## config.mk

```make
export PLATFORM = sky130hd
export DESIGN_NAME = pulse_channel_generator
export DESIGN_NICKNAME = d
export VERILOG_FILES = /design/src/rtl/pulse_channel_generator.sv
export SDC_FILE = /design/constraint.sdc
export NUM_CORES = 1
export LEC_CHECK = 0
export ABC_AREA = 0
export BUFFER_PORTS_ARGS = -buffer_cell sky130_fd_sc_hd__buf_4
export CORE_UTILIZATION = 56
export DETAILED_ROUTE_END_ITERATION = 8
export PLACE_DENSITY = 0.88
export SKIP_CTS_REPAIR_TIMING = 1
export SLEW_MARGIN = 20
export SYNTH_ARGS = -nofsm -noshare
export SYNTH_HDL_FRONTEND = slang
export SYNTH_SLANG_ARGS = --single-unit
```

## constraint.sdc

```tcl
create_clock -name I_BITCLK -period 2.3 [get_ports I_BITCLK]
set_input_delay 0.46 -clock I_BITCLK [delete_from_list [all_inputs] [get_ports I_BITCLK]]
set_output_delay 0.46 -clock I_BITCLK [all_outputs]
set_load 0.01 [all_outputs]
```

## src/rtl/pulse_channel_generator.sv

```systemverilog
// Square-wave tone channel: duty sequencer, volume envelope and length counter.
// O_SAMPLE lags I_STROBE by one cycle; O_ACTIVE is the live channel register, no backpressure.
module pulse_channel_generator #(
  parameter int SAMPLE_WIDTH = 20,
  parameter int FREQ_WIDTH   = 11,
  parameter int LENGTH_WIDTH = 6
) (
  input  logic                    I_BITCLK,
  input  logic                    I_RESET_N,
  input  logic                    I_STROBE,
  input  logic                    I_FREQ_TICK,
  input  logic                    I_LENGTH_TICK,
  input  logic                    I_ENV_TICK,
  input  logic                    I_TRIGGER,
  input  logic [FREQ_WIDTH-1:0]   I_FREQUENCY,
  input  logic [1:0]              I_DUTY_CYCLE,
  input  logic [3:0]              I_VOLUME,
  input  logic                    I_ENV_DIR,
  input  logic [2:0]              I_ENV_PERIOD,
  input  logic [LENGTH_WIDTH-1:0] I_LENGTH,
  input  logic                    I_LENGTH_EN,
  output logic [SAMPLE_WIDTH-1:0] O_SAMPLE,
  output logic                    O_ACTIVE
);

  localparam logic [SAMPLE_WIDTH-1:0] AMP_STEP =
    SAMPLE_WIDTH'(((64'd1 << (SAMPLE_WIDTH - 1)) - 64'd1) / 64'd15);
  localparam logic [FREQ_WIDTH:0]   TIMER_ONE = 1;
  localparam logic [LENGTH_WIDTH:0] LEN_ONE   = 1;

  logic                    active;
  logic [FREQ_WIDTH:0]     timer;
  logic [2:0]              step;
  logic [3:0]              vol;
  logic [2:0]              env_cnt;
  logic [LENGTH_WIDTH:0]   len_cnt;

  logic [FREQ_WIDTH:0]     period;
  logic [LENGTH_WIDTH:0]   len_load;
  logic [7:0]              pattern;
  logic                    wave_high;
  logic [SAMPLE_WIDTH-1:0] amp;
  logic [SAMPLE_WIDTH-1:0] amp_neg;

  assign period   = {1'b1, {FREQ_WIDTH{1'b0}}} - {1'b0, I_FREQUENCY};
  assign len_load = {1'b1, {LENGTH_WIDTH{1'b0}}} - {1'b0, I_LENGTH};

  always_comb begin
    pattern = 8'b0000_0001;
    case (I_DUTY_CYCLE)
      2'b00:   pattern = 8'b0000_0001;
      2'b01:   pattern = 8'b1000_0001;
      2'b10:   pattern = 8'b1000_0111;
      default: pattern = 8'b0111_1110;
    endcase
  end

  assign wave_high = pattern[step];
  assign amp       = SAMPLE_WIDTH'(vol) * AMP_STEP;
  assign amp_neg   = -amp;
  assign O_ACTIVE  = active;

  always_ff @(posedge I_BITCLK or negedge I_RESET_N) begin
    if (!I_RESET_N) begin
      active   <= 1'b0;
      timer    <= '0;
      step     <= '0;
      vol      <= '0;
      env_cnt  <= '0;
      len_cnt  <= '0;
      O_SAMPLE <= '0;
    end else begin
      // Sample reflects the state seen at this edge, before any update below.
      if (I_STROBE)
        O_SAMPLE <= !active ? '0 : (wave_high ? amp : amp_neg);

      if (I_TRIGGER) begin
        // A silent, non-rising envelope keeps the DAC off.
        active  <= !(I_VOLUME == 4'd0 && !I_ENV_DIR);
        timer   <= period;
        step    <= '0;
        vol     <= I_VOLUME;
        env_cnt <= I_ENV_PERIOD;
        len_cnt <= len_load;
      end else begin
        if (active && I_FREQ_TICK) begin
          if (timer == TIMER_ONE) begin
            timer <= period;
            step  <= step + 3'd1;
          end else begin
            timer <= timer - TIMER_ONE;
          end
        end

        if (active && I_ENV_TICK && I_ENV_PERIOD != 3'd0) begin
          if (env_cnt <= 3'd1) begin
            env_cnt <= I_ENV_PERIOD;
            if (I_ENV_DIR && vol != 4'd15)
              vol <= vol + 4'd1;
            else if (!I_ENV_DIR && vol != 4'd0)
              vol <= vol - 4'd1;
          end else begin
            env_cnt <= env_cnt - 3'd1;
          end
        end

        if (I_LENGTH_TICK && I_LENGTH_EN && len_cnt != '0) begin
          len_cnt <= len_cnt - LEN_ONE;
          if (len_cnt == LEN_ONE)
            active <= 1'b0;
        end
      end
    end
  end

endmodule

```

==> flow_metrics.env, run 1 <==
export IMPL_cts_tree="yes"
export IMPL_status="completed"
export IMPL_globalRouteOverflowTotal=0
export IMPL_die_area_sq_mm=0.005443
export IMPL_r2r_end="vol[3]"
export IMPL_synth_seq_area_share=0.3382
export IMPL_avgRoutedWirePerCell_microns=13.98
export IMPL_syn_avg_cell_area_sq_um=8.988
export IMPL_viasPerCell=5.742
export IMPL_grt_usage=0.2391
export IMPL_antenna_found_initial=0
export IMPL_grt_pass1_vias=2312
export IMPL_drv_slew=0
export IMPL_cp_startpoint="vol[1]"
export IMPL_first_pass_iters=5
export IMPL_crit_type="reg2reg"
export IMPL_fin_hold_ws_ps=135.0
export IMPL_drc_errors=0
export IMPL_clkLatencyLatePin_ps=290
export IMPL_ir_drop_uv=352.2
export IMPL_crit_required_ps=2510
export IMPL_fp_dieW_microns=73.78
export IMPL_rows=25
export IMPL_placed_area_sq_mm=0.003241
export IMPL_clk_path_buf_depth=2
export IMPL_ys_types=64
export IMPL_final_area_sq_mm=0.003322
export IMPL_ant_nets=0
export IMPL_timing_final_crit_share=0.9094
export IMPL_worstPathArrival_ps=2300
export IMPL_initial_core_util=0.5951
export IMPL_synth_cells=321
export IMPL_rrSetupSlack_ps=210
export IMPL_drt_wl_total_microns=6011
export IMPL_cts_buffers_inserted=5
export IMPL_synth_warnings=0
export IMPL_min_period_ps=2092
export IMPL_power_density_mw_per_mm2=626.4
export IMPL_clock_sinks=39
export IMPL_final_common_cell="buf_4"
export IMPL_grt_first_pass_wirelength_microns=9949
export IMPL_slew_headroom=0.6147
export IMPL_rr_worst_depth=9
export IMPL_path_common_cell="ha_1"
export IMPL_core_area_sq_mm=0.004848
export IMPL_die_y_microns=73.78
export IMPL_dr_first_iter_drc_count=191
export IMPL_hold_violations=0
export IMPL_clock_skew_final_ps=8.464
export IMPL_cts_max_level=2
export IMPL_layout_common_cells="buf_4, dfrtp_1, nand2_1, nor2_1, o21ai_0"
export IMPL_max_slew_worst_pin_slew_ps=577.9
export IMPL_vias=2469
export IMPL_crit_slowest_cell="dfrtp_1"
export IMPL_fin_util=0.6852
export IMPL_area_growth_pct=15.13
export IMPL_timing_rr_start="vol[1]"
export IMPL_drv_cap=0
export IMPL_p_leak_nw=1.472
export IMPL_crit_path_start_kind="register"
export IMPL_numPortBuffers=52
export IMPL_synth_area_sq_mm=0.002885
export IMPL_final_nets=414
export IMPL_grt_max_degree=40
export IMPL_crit_fanout=9
export IMPL_synth_edf_count=0
export IMPL_fin_tns_setup_ps=0
export IMPL_dp_hpwl_microns=4566
export IMPL_fillerInstances=400
export IMPL_cp_end_kind="register"
export IMPL_crit_end="vol[3]"
export IMPL_synth_ff_latch_count=39
export IMPL_hp_class="in2async"
export IMPL_diodes=0
export IMPL_rsz0062_at_grt="false"
export IMPL_place_gp_congestion=0.8488
export IMPL_cts_root_buf="clkbuf_8"
export IMPL_async_reset_ff_frac=1.000
export IMPL_ios=56
export IMPL_path_cells="ha_1 > nand3_1 > nand2_1 > ha_1 > a21o_1 > a21oi_1 > xor2_1 > mux2i_1 > o21ai_0"
export IMPL_fmax_mhz=478.1
export IMPL_drive_above_1_share=0.2039
export IMPL_clkTransAtPathRegs_ps=70
export IMPL_setup_viol=0
export IMPL_slowest_delay_ps=510
export IMPL_ys_flop_type="dfrtp_1"
==> critical path: cells and delay by family, from the launching register on <==
kind	cells	cell delay [ps]
AND/OR/NAND/NOR	2	260
multiplexers	1	80
flip-flops	1	510
AO/OA/AOI/OAI	3	480
XOR/XNOR	1	160
adder cells (fa/ha/maj)	2	510
==> worst min path at each step <==
stage / slack, ps / endpoint / start / cells after the start
2_1_floorplan: 160 / O_ACTIVE / I_RESET_N / 0
3_3_place_gp: 460 / O_SAMPLE[14] / I_RESET_N / 1
3_5_place_dp: 460 / O_SAMPLE[14] / I_RESET_N / 1
4_1_cts: 150 / O_SAMPLE[3] / I_RESET_N / 1
5_1_grt: 160 / O_SAMPLE[3] / I_RESET_N / 1
6_report: 140 / O_SAMPLE[14] / I_RESET_N / 1
==> metrics by stage <==
stage               power [mW]  std cells  setup WS, ps
finish                   2.081        430         208.3
global route             2.219        430         37.86
CTS                      2.096        430         202.1
detailed placement       1.636        422         267.3
global placement         1.593        422         352.2
floorplan                1.405        323         438.7
==> layout make-up <==
| class | count | area (sq um) | share of cell area |
|---|---|---|---|
| flip-flops and latches | 39 | 975.9 | 0.2938 |
| repair buffers | 54 | 405.4 | 0.1220 |
| multi-input cells | 243 | 1704 | 0.5130 |
| well taps | 67 | 83.83 | 0.02524 |
| clock buffers | 7 | 76.32 | 0.02298 |
| inverters | 19 | 71.32 | 0.02147 |
| clock inverters | 1 | 5.005 | 0.001507 |
==> Yosys cell counts, drive strengths merged, types with 5 or more instances <==
cell / instances / area share
o21ai: 28 / 0.049
nor3: 10 / 0.021
nand3b: 5 / 0.013
xnor2: 15 / 0.046
nand4: 7 / 0.015
xor2: 10 / 0.030
clkbuf: 6 / 0.0078
a21oi: 17 / 0.029
nand2: 27 / 0.035
dfrtp: 39 / 0.34
ha: 16 / 0.069
nor2: 27 / 0.035
nor2b: 5 / 0.011
inv: 18 / 0.023
nand3: 7 / 0.012
mux2i: 10 / 0.035
buf: 16 / 0.041
==> registers in the layout, indices dropped and copies added, names as in the netlist <==
register  flops
timer        12
O_SAMPLE      9
env_cnt       3
O_ACTIVE      1
len_cnt       7
vol           4
step          3
==> report_power, final <==
group	switching, mW	internal [mW]	total (mW)
logic	0.365	0.333	0.699
registers	0.135	0.795	0.930
clock network	0.239	0.213	0.452
==> logic make-up after synthesis <==
group	share of synthesized area
simple gates	0.2181
compound gates	0.1778
buf+inv	0.07372
flops	0.3382
xor+xnor	0.07589
fa+ha+maj	0.07632
mux	0.03860
other cells	0.001300
==> metal layers <==
metal | vias to the layer above | share of wire | global-route usage
met2 | 96 | 0.51 | 0.4261
met3 | 10 | 0.052 | 0.04115
met1 | 1149 | 0.43 | 0.2813
met4 | 0 | 0.017 | 0.1026
li1 | 1214 | - | -
met5 | - | 0 | 0
Note: power is estimated with default switching activity, not from simulation.
==> inputs of run 2 (changes only) <==
--- a/config.mk
+++ b/config.mk
@@ -8,7 +8,9 @@
 export ABC_AREA = 0
 export BUFFER_PORTS_ARGS = -buffer_cell sky130_fd_sc_hd__buf_4
 export CORE_UTILIZATION = 56
+export CTS_BUF_LIST = sky130_fd_sc_hd__clkbuf_4
 export DETAILED_ROUTE_END_ITERATION = 8
+export HOLD_SLACK_MARGIN = 0.05
 export PLACE_DENSITY = 0.88
 export SKIP_CTS_REPAIR_TIMING = 1
 export SLEW_MARGIN = 20
==> run 2 against run 1 <==
Against the previous run: clock skew grew 2.4 ps; die area is the same; count of clock-buffer cells in the layout is the same; sequential power is essentially flat; largest cell class unchanged; highest routed layer unchanged.
==> flow_metrics.env, run 2 (synthesized netlist as in run 1, its figures left out) <==
export IMPL_globalRouteOverflowTotal=0
export IMPL_cts_tree="yes"
export IMPL_numPortBuffers=52
export IMPL_path_common_cell="ha_1"
export IMPL_top_register="timer"
export IMPL_crit_required_ps=2570
export IMPL_fmax_mhz=484.3
export IMPL_drc_errors=0
export IMPL_drv_slew=0
export IMPL_path_cells="ha_1 > nand3_1 > nand2_1 > ha_1 > a21o_1 > a21oi_1 > xor2_1 > mux2i_1 > o21ai_0"
export IMPL_drv_cap=0
export IMPL_die_area_sq_mm=0.005443
export IMPL_clock_sinks=39
export IMPL_fp_dieW_microns=73.78
export IMPL_timing_final_crit_share=0.8978
export IMPL_dr_first_iter_drc_count=137
export IMPL_grt_max_degree=40
export IMPL_final_common_cell="buf_4"
export IMPL_cts_root_buf="clkbuf_4"
export IMPL_drt_wl_total_microns=5957
export IMPL_met3_length_microns=319
export IMPL_top_layer_used="met4"
export IMPL_crit_path_start_kind="register"
export IMPL_ir_drop_uv=280.0
export IMPL_max_slew_worst_pin_slew_ps=569.7
export IMPL_wl_met1_microns=2578
export IMPL_worstPathArrival_ps=2340
export IMPL_preCtsSetupSlack_ps=267.3
export IMPL_crit_slowest_cell="dfrtp_1"
export IMPL_area_growth_pct=14.31
export IMPL_clock_skew_final_ps=10.91
export IMPL_clkLatencyLatePin_ps=360
export IMPL_ant_nets=0
export IMPL_min_period_ps=2065
export IMPL_cts_max_level=2
export IMPL_rows=25
export IMPL_largest_reg_flops=12
export IMPL_power_density_mw_per_mm2=606.3
export IMPL_initial_core_util=0.5951
export IMPL_grt_first_pass_wirelength_microns=9798
export IMPL_grt_pass1_vias=2275
export IMPL_fin_hold_ws_ps=58.79
export IMPL_reg_largest_list="timer x12, O_SAMPLE x9, len_cnt x7"
export IMPL_clkTransAtPathRegs_ps=120
export IMPL_dp_hpwl_microns=4566
export IMPL_crit_fanout=9
export IMPL_drive_above_1_share=0.2094
export IMPL_cp_end_kind="register"
export IMPL_vias=2454
export IMPL_rsz0062_at_grt="false"
export IMPL_hold_violations=0
export IMPL_ios=56
export IMPL_clk_path_buf_depth=2
export IMPL_p_leak_nw=1.465
export IMPL_fin_tns_setup_ps=0
export IMPL_setup_slack_ps=235.0
export IMPL_status="completed"
export IMPL_fillerInstances=399
export IMPL_avgRoutedWirePerCell_microns=13.85
export IMPL_first_pass_iters=5
export IMPL_antenna_found_initial=0
export IMPL_fin_util=0.6803
export IMPL_die_y_microns=73.78
export IMPL_diodes=0
export IMPL_grt_usage=0.2377
export IMPL_cts_buffers_inserted=5
export IMPL_slew_headroom=0.6202
export IMPL_hp_class="in2async"
export IMPL_met2_length_microns=2943
export IMPL_place_gp_congestion=0.8488
export IMPL_setup_viol=0
export IMPL_final_nets=414
export IMPL_crit_type="reg2reg"
export IMPL_viasPerCell=5.707
export IMPL_layout_common_cells="buf_4, dfrtp_1, nand2_1, nor2_1, o21ai_0"
export IMPL_core_area_sq_mm=0.004848
export IMPL_slowest_delay_ps=530
==> run 2: cell counts in the layout (fill, tap and decap cells not counted) <==
No cell type changed its count.
==> run 2: worst paths after layout <==
check,start,end,slack [ps],depth (start not counted)
max,vol[1],vol[3],230,9
min reg2reg,O_SAMPLE[4],O_SAMPLE[4],510,1
max reg2reg,vol[1],vol[3],230,9
min,I_RESET_N,O_SAMPLE[3],60,1
min in group I_BITCLK,I_VOLUME[2],vol[2],320,3
max in group asynchronous,I_RESET_N,vol[3],1880,1
==> run 2: critical path, delay by kind of cell, from the launching register on <==
| kind | cells | cell delay (ps) |
|---|---|---|
| and+or+nand+nor | 2 | 240 |
| adders and majority gates | 2 | 490 |
| AOI/OAI and AO/OA | 3 | 480 |
| muxes | 1 | 80 |
| DFF | 1 | 530 |
| xor gates and xnor gates | 1 | 160 |
==> run 2: layout make-up <==
| type | count | area, sq um | area share |
|---|---|---|---|
| multi-input combinational | 243 | 1704 | 0.5167 |
| sequential | 39 | 975.9 | 0.2959 |
| timing repair buffer | 54 | 405.4 | 0.1229 |
| tap | 67 | 83.83 | 0.02542 |
| inverter | 19 | 71.32 | 0.02162 |
| clock buffer | 7 | 52.55 | 0.01593 |
| clock inverter | 1 | 5.005 | 0.001517 |
==> run 2: where the power goes <==
group / total [mW] / internal [mW] / switching (mW) / leakage (nW)
Combinational: 0.697 / 0.333 / 0.365 / 0.943
Sequential: 0.929 / 0.794 / 0.135 / 0.487
Clock: 0.373 / 0.143 / 0.230 / 0.0361
Total: 2.00 / 1.27 / 0.730 / 1.47
==> run 2: metal layers <==
metal,up-vias,global-route usage
met5,-,0
met4,0,0.1111
met3,12,0.04938
met2,86,0.4118
met1,1140,0.2804
li1,1216,-
==> run 2: through the flow <==
stage          instances  power (mW)  area [sq um]
2_1_floorplan        323       1.405          2893
3_3_place_gp         422       1.593          3241
6_report             430       2.000          3298
3_5_place_dp         422       1.636          3241
4_1_cts              430       2.008          3298
5_1_grt              430       2.132          3298
==> inputs of run 3 (changes only) <==
--- a/config.mk
+++ b/config.mk
@@ -7,11 +7,12 @@
 export LEC_CHECK = 0
 export ABC_AREA = 0
 export BUFFER_PORTS_ARGS = -buffer_cell sky130_fd_sc_hd__buf_4
+export CORE_MARGIN = 2
 export CORE_UTILIZATION = 56
 export CTS_BUF_LIST = sky130_fd_sc_hd__clkbuf_4
 export DETAILED_ROUTE_END_ITERATION = 8
 export HOLD_SLACK_MARGIN = 0.05
-export PLACE_DENSITY = 0.88
+export PLACE_DENSITY_LB_ADDON = 0.05
 export SKIP_CTS_REPAIR_TIMING = 1
 export SLEW_MARGIN = 20
 export SYNTH_ARGS = -nofsm -noshare
==> constraint.sdc (replaced) <==
create_clock -name I_BITCLK -period 2.2 [get_ports I_BITCLK]
set_input_delay 0.44 -clock I_BITCLK [delete_from_list [all_inputs] [get_ports I_BITCLK]]
set_output_delay 0.44 -clock I_BITCLK [all_outputs]
set_load 0.01 [all_outputs]
==> run 3 against run 2 <==
Against the previous run: critical path depth stayed put; utilization is 0.53 points lower; count of clock-buffer cells in the layout is 1 lower; maximum frequency is 7.6% higher; register-to-register slack better by 50 ps; sequential share of layout area is 0.88 points lower; clock skew is 2.1 ps higher; first-iteration DRC count is 37% lower; non-clock buffer count is 7 higher; die area is 5.5% higher; largest power group unchanged; highest routed layer unchanged.
==> flow_metrics.env, run 3 (synthesized netlist as in run 1, its figures left out) <==
export IMPL_final_cell_count_no_fill=440
export IMPL_drt_wl_total_microns=5771
export IMPL_crit_type="reg2reg"
export IMPL_drv_slew=0
export IMPL_viasPerCell=5.411
export IMPL_rows=26
export IMPL_core_area_sq_mm=0.005042
export IMPL_avgRoutedWirePerCell_microns=13.12
export IMPL_rsz0062_at_grt="false"
export IMPL_clkTransAtPathRegs_ps=120
export IMPL_reg_largest_list="timer x12, O_SAMPLE x9, len_cnt x7"
export IMPL_globalRouteOverflowTotal=0
export IMPL_p_leak_nw=1.518
export IMPL_place_gp_congestion=0.8244
export IMPL_ant_nets=0
export IMPL_die_y_microns=75.78
export IMPL_dp_hpwl_microns=4296
export IMPL_vias=2381
export IMPL_grt_usage=0.2166
export IMPL_clock_skew_final_ps=13.02
export IMPL_fp_dieW_microns=75.78
export IMPL_area_growth_pct=17.95
export IMPL_clkLatencyLatePin_ps=350
export IMPL_cp_end_kind="register"
export IMPL_worstPathArrival_ps=2200
export IMPL_setup_viol=0
export IMPL_ir_drop_uv=348.4
export IMPL_grt_first_pass_wirelength_microns=9646
export IMPL_final_nets=421
export IMPL_crit_required_ps=2480
export IMPL_cts_buffers_inserted=5
export IMPL_fin_util=0.6749
export IMPL_hold_violations=0
export IMPL_antenna_found_initial=0
export IMPL_top_register="timer"
export IMPL_drc_errors=0
export IMPL_dr_first_iter_drc_count=86
export IMPL_largest_reg_flops=12
export IMPL_crit_path_start_kind="register"
export IMPL_ios=56
export IMPL_die_area_sq_mm=0.005743
export IMPL_clk_path_buf_depth=2
export IMPL_layout_common_cells="buf_4, dfrtp_1, nand2_1, nor2_1, o21ai_0"
export IMPL_grt_pass1_vias=2194
export IMPL_fin_tns_setup_ps=0
export IMPL_initial_core_util=0.5722
export IMPL_fmax_mhz=520.9
export IMPL_drive_above_1_share=0.2270
export IMPL_cts_root_buf="clkbuf_4"
export IMPL_diodes=0
export IMPL_final_common_cell="buf_4"
export IMPL_status="completed"
export IMPL_min_period_ps=1920
export IMPL_power_density_mw_per_mm2=682.3
export IMPL_timing_final_crit_share=0.8727
export IMPL_clock_sinks=39
export IMPL_crit_fanout=4
export IMPL_drv_cap=0
export IMPL_rr_worst_depth=9
export IMPL_cts_max_level=2
export IMPL_dp_cells=429
export IMPL_first_pass_iters=4
export IMPL_cts_tree="yes"
export IMPL_grt_max_degree=40
export IMPL_hp_class="in2async"
export IMPL_numPortBuffers=52
[run 3: changes by cell type in the layout (fill, tap and decap cells not counted)]
cell,previous run,this run
clkinv_2,1,0
dfrtp_2,0,1
buf_4,54,61
clkbuf_4,7,6
dfrtp_1,39,38
bufinv_16,0,2
[run 3: critical path, stage by stage (launching register included)]
cell and delay (ps):
dfrtp_2 450, ha_1 220, nand3_1 90, nand2_1 110, ha_1 290, a21o_1 170
a21oi_1 160, xor2_1 150, mux2i_1 70, o21ai_0 140
[run 3: worst paths after layout]
check	from	slack (ps)	end
worst max-delay path	vol[1]	280	vol[3]
worst max register to register	vol[1]	280	vol[3]
worst min register to register	O_SAMPLE[4]	500	O_SAMPLE[4]
max in group asynchronous	I_RESET_N	1800	vol[1]
min in group I_BITCLK	I_VOLUME[3]	290	vol[3]
worst min-delay path	I_RESET_N	40	O_SAMPLE[14]
[run 3: cell type report]
class | instances | area (sq um)
Tap cell | 70 | 87.58
Multi-Input combinational cell | 243 | 1704
Sequential cell | 39 | 977.2
Clock inverter | 2 | 60.06
Timing Repair Buffer | 61 | 457.9
Fill cell | 433 | 1639
Inverter | 19 | 71.32
Clock buffer | 6 | 45.04
[run 3: power breakdown]
group	leakage [nW]	internal (mW)	total (mW)	switching (mW)
registers	0.485	0.831	0.954	0.123
clock network	0.0559	0.367	0.607	0.240
logic	0.977	0.368	0.761	0.393
total	1.52	1.57	2.32	0.756
[run 3: metal layers]
metal,global-route usage,vias to the layer above,share of wire
met5,0,-,0
met4,0.05458,0,0.011
met3,0.03704,6,0.042
met2,0.3630,54,0.48
met1,0.2907,1094,0.46
li1,-,1227,-
[run 3: stage by stage]
| stage | setup slack, ps | cell area [sq um] | total power [mW] | hold slack, ps |
|---|---|---|---|---|
| floorplan | 338.7 | 2893 | 1.469 | 144.4 |
| global placement | 267.3 | 3274 | 1.691 | 442.1 |
| detailed placement | 203.4 | 3274 | 1.714 | 445.0 |
| CTS | 166.0 | 3379 | 2.333 | 42.84 |
| global route | 58.58 | 3403 | 2.491 | 59.76 |
| finish | 280.2 | 3403 | 2.322 | 38.87 |
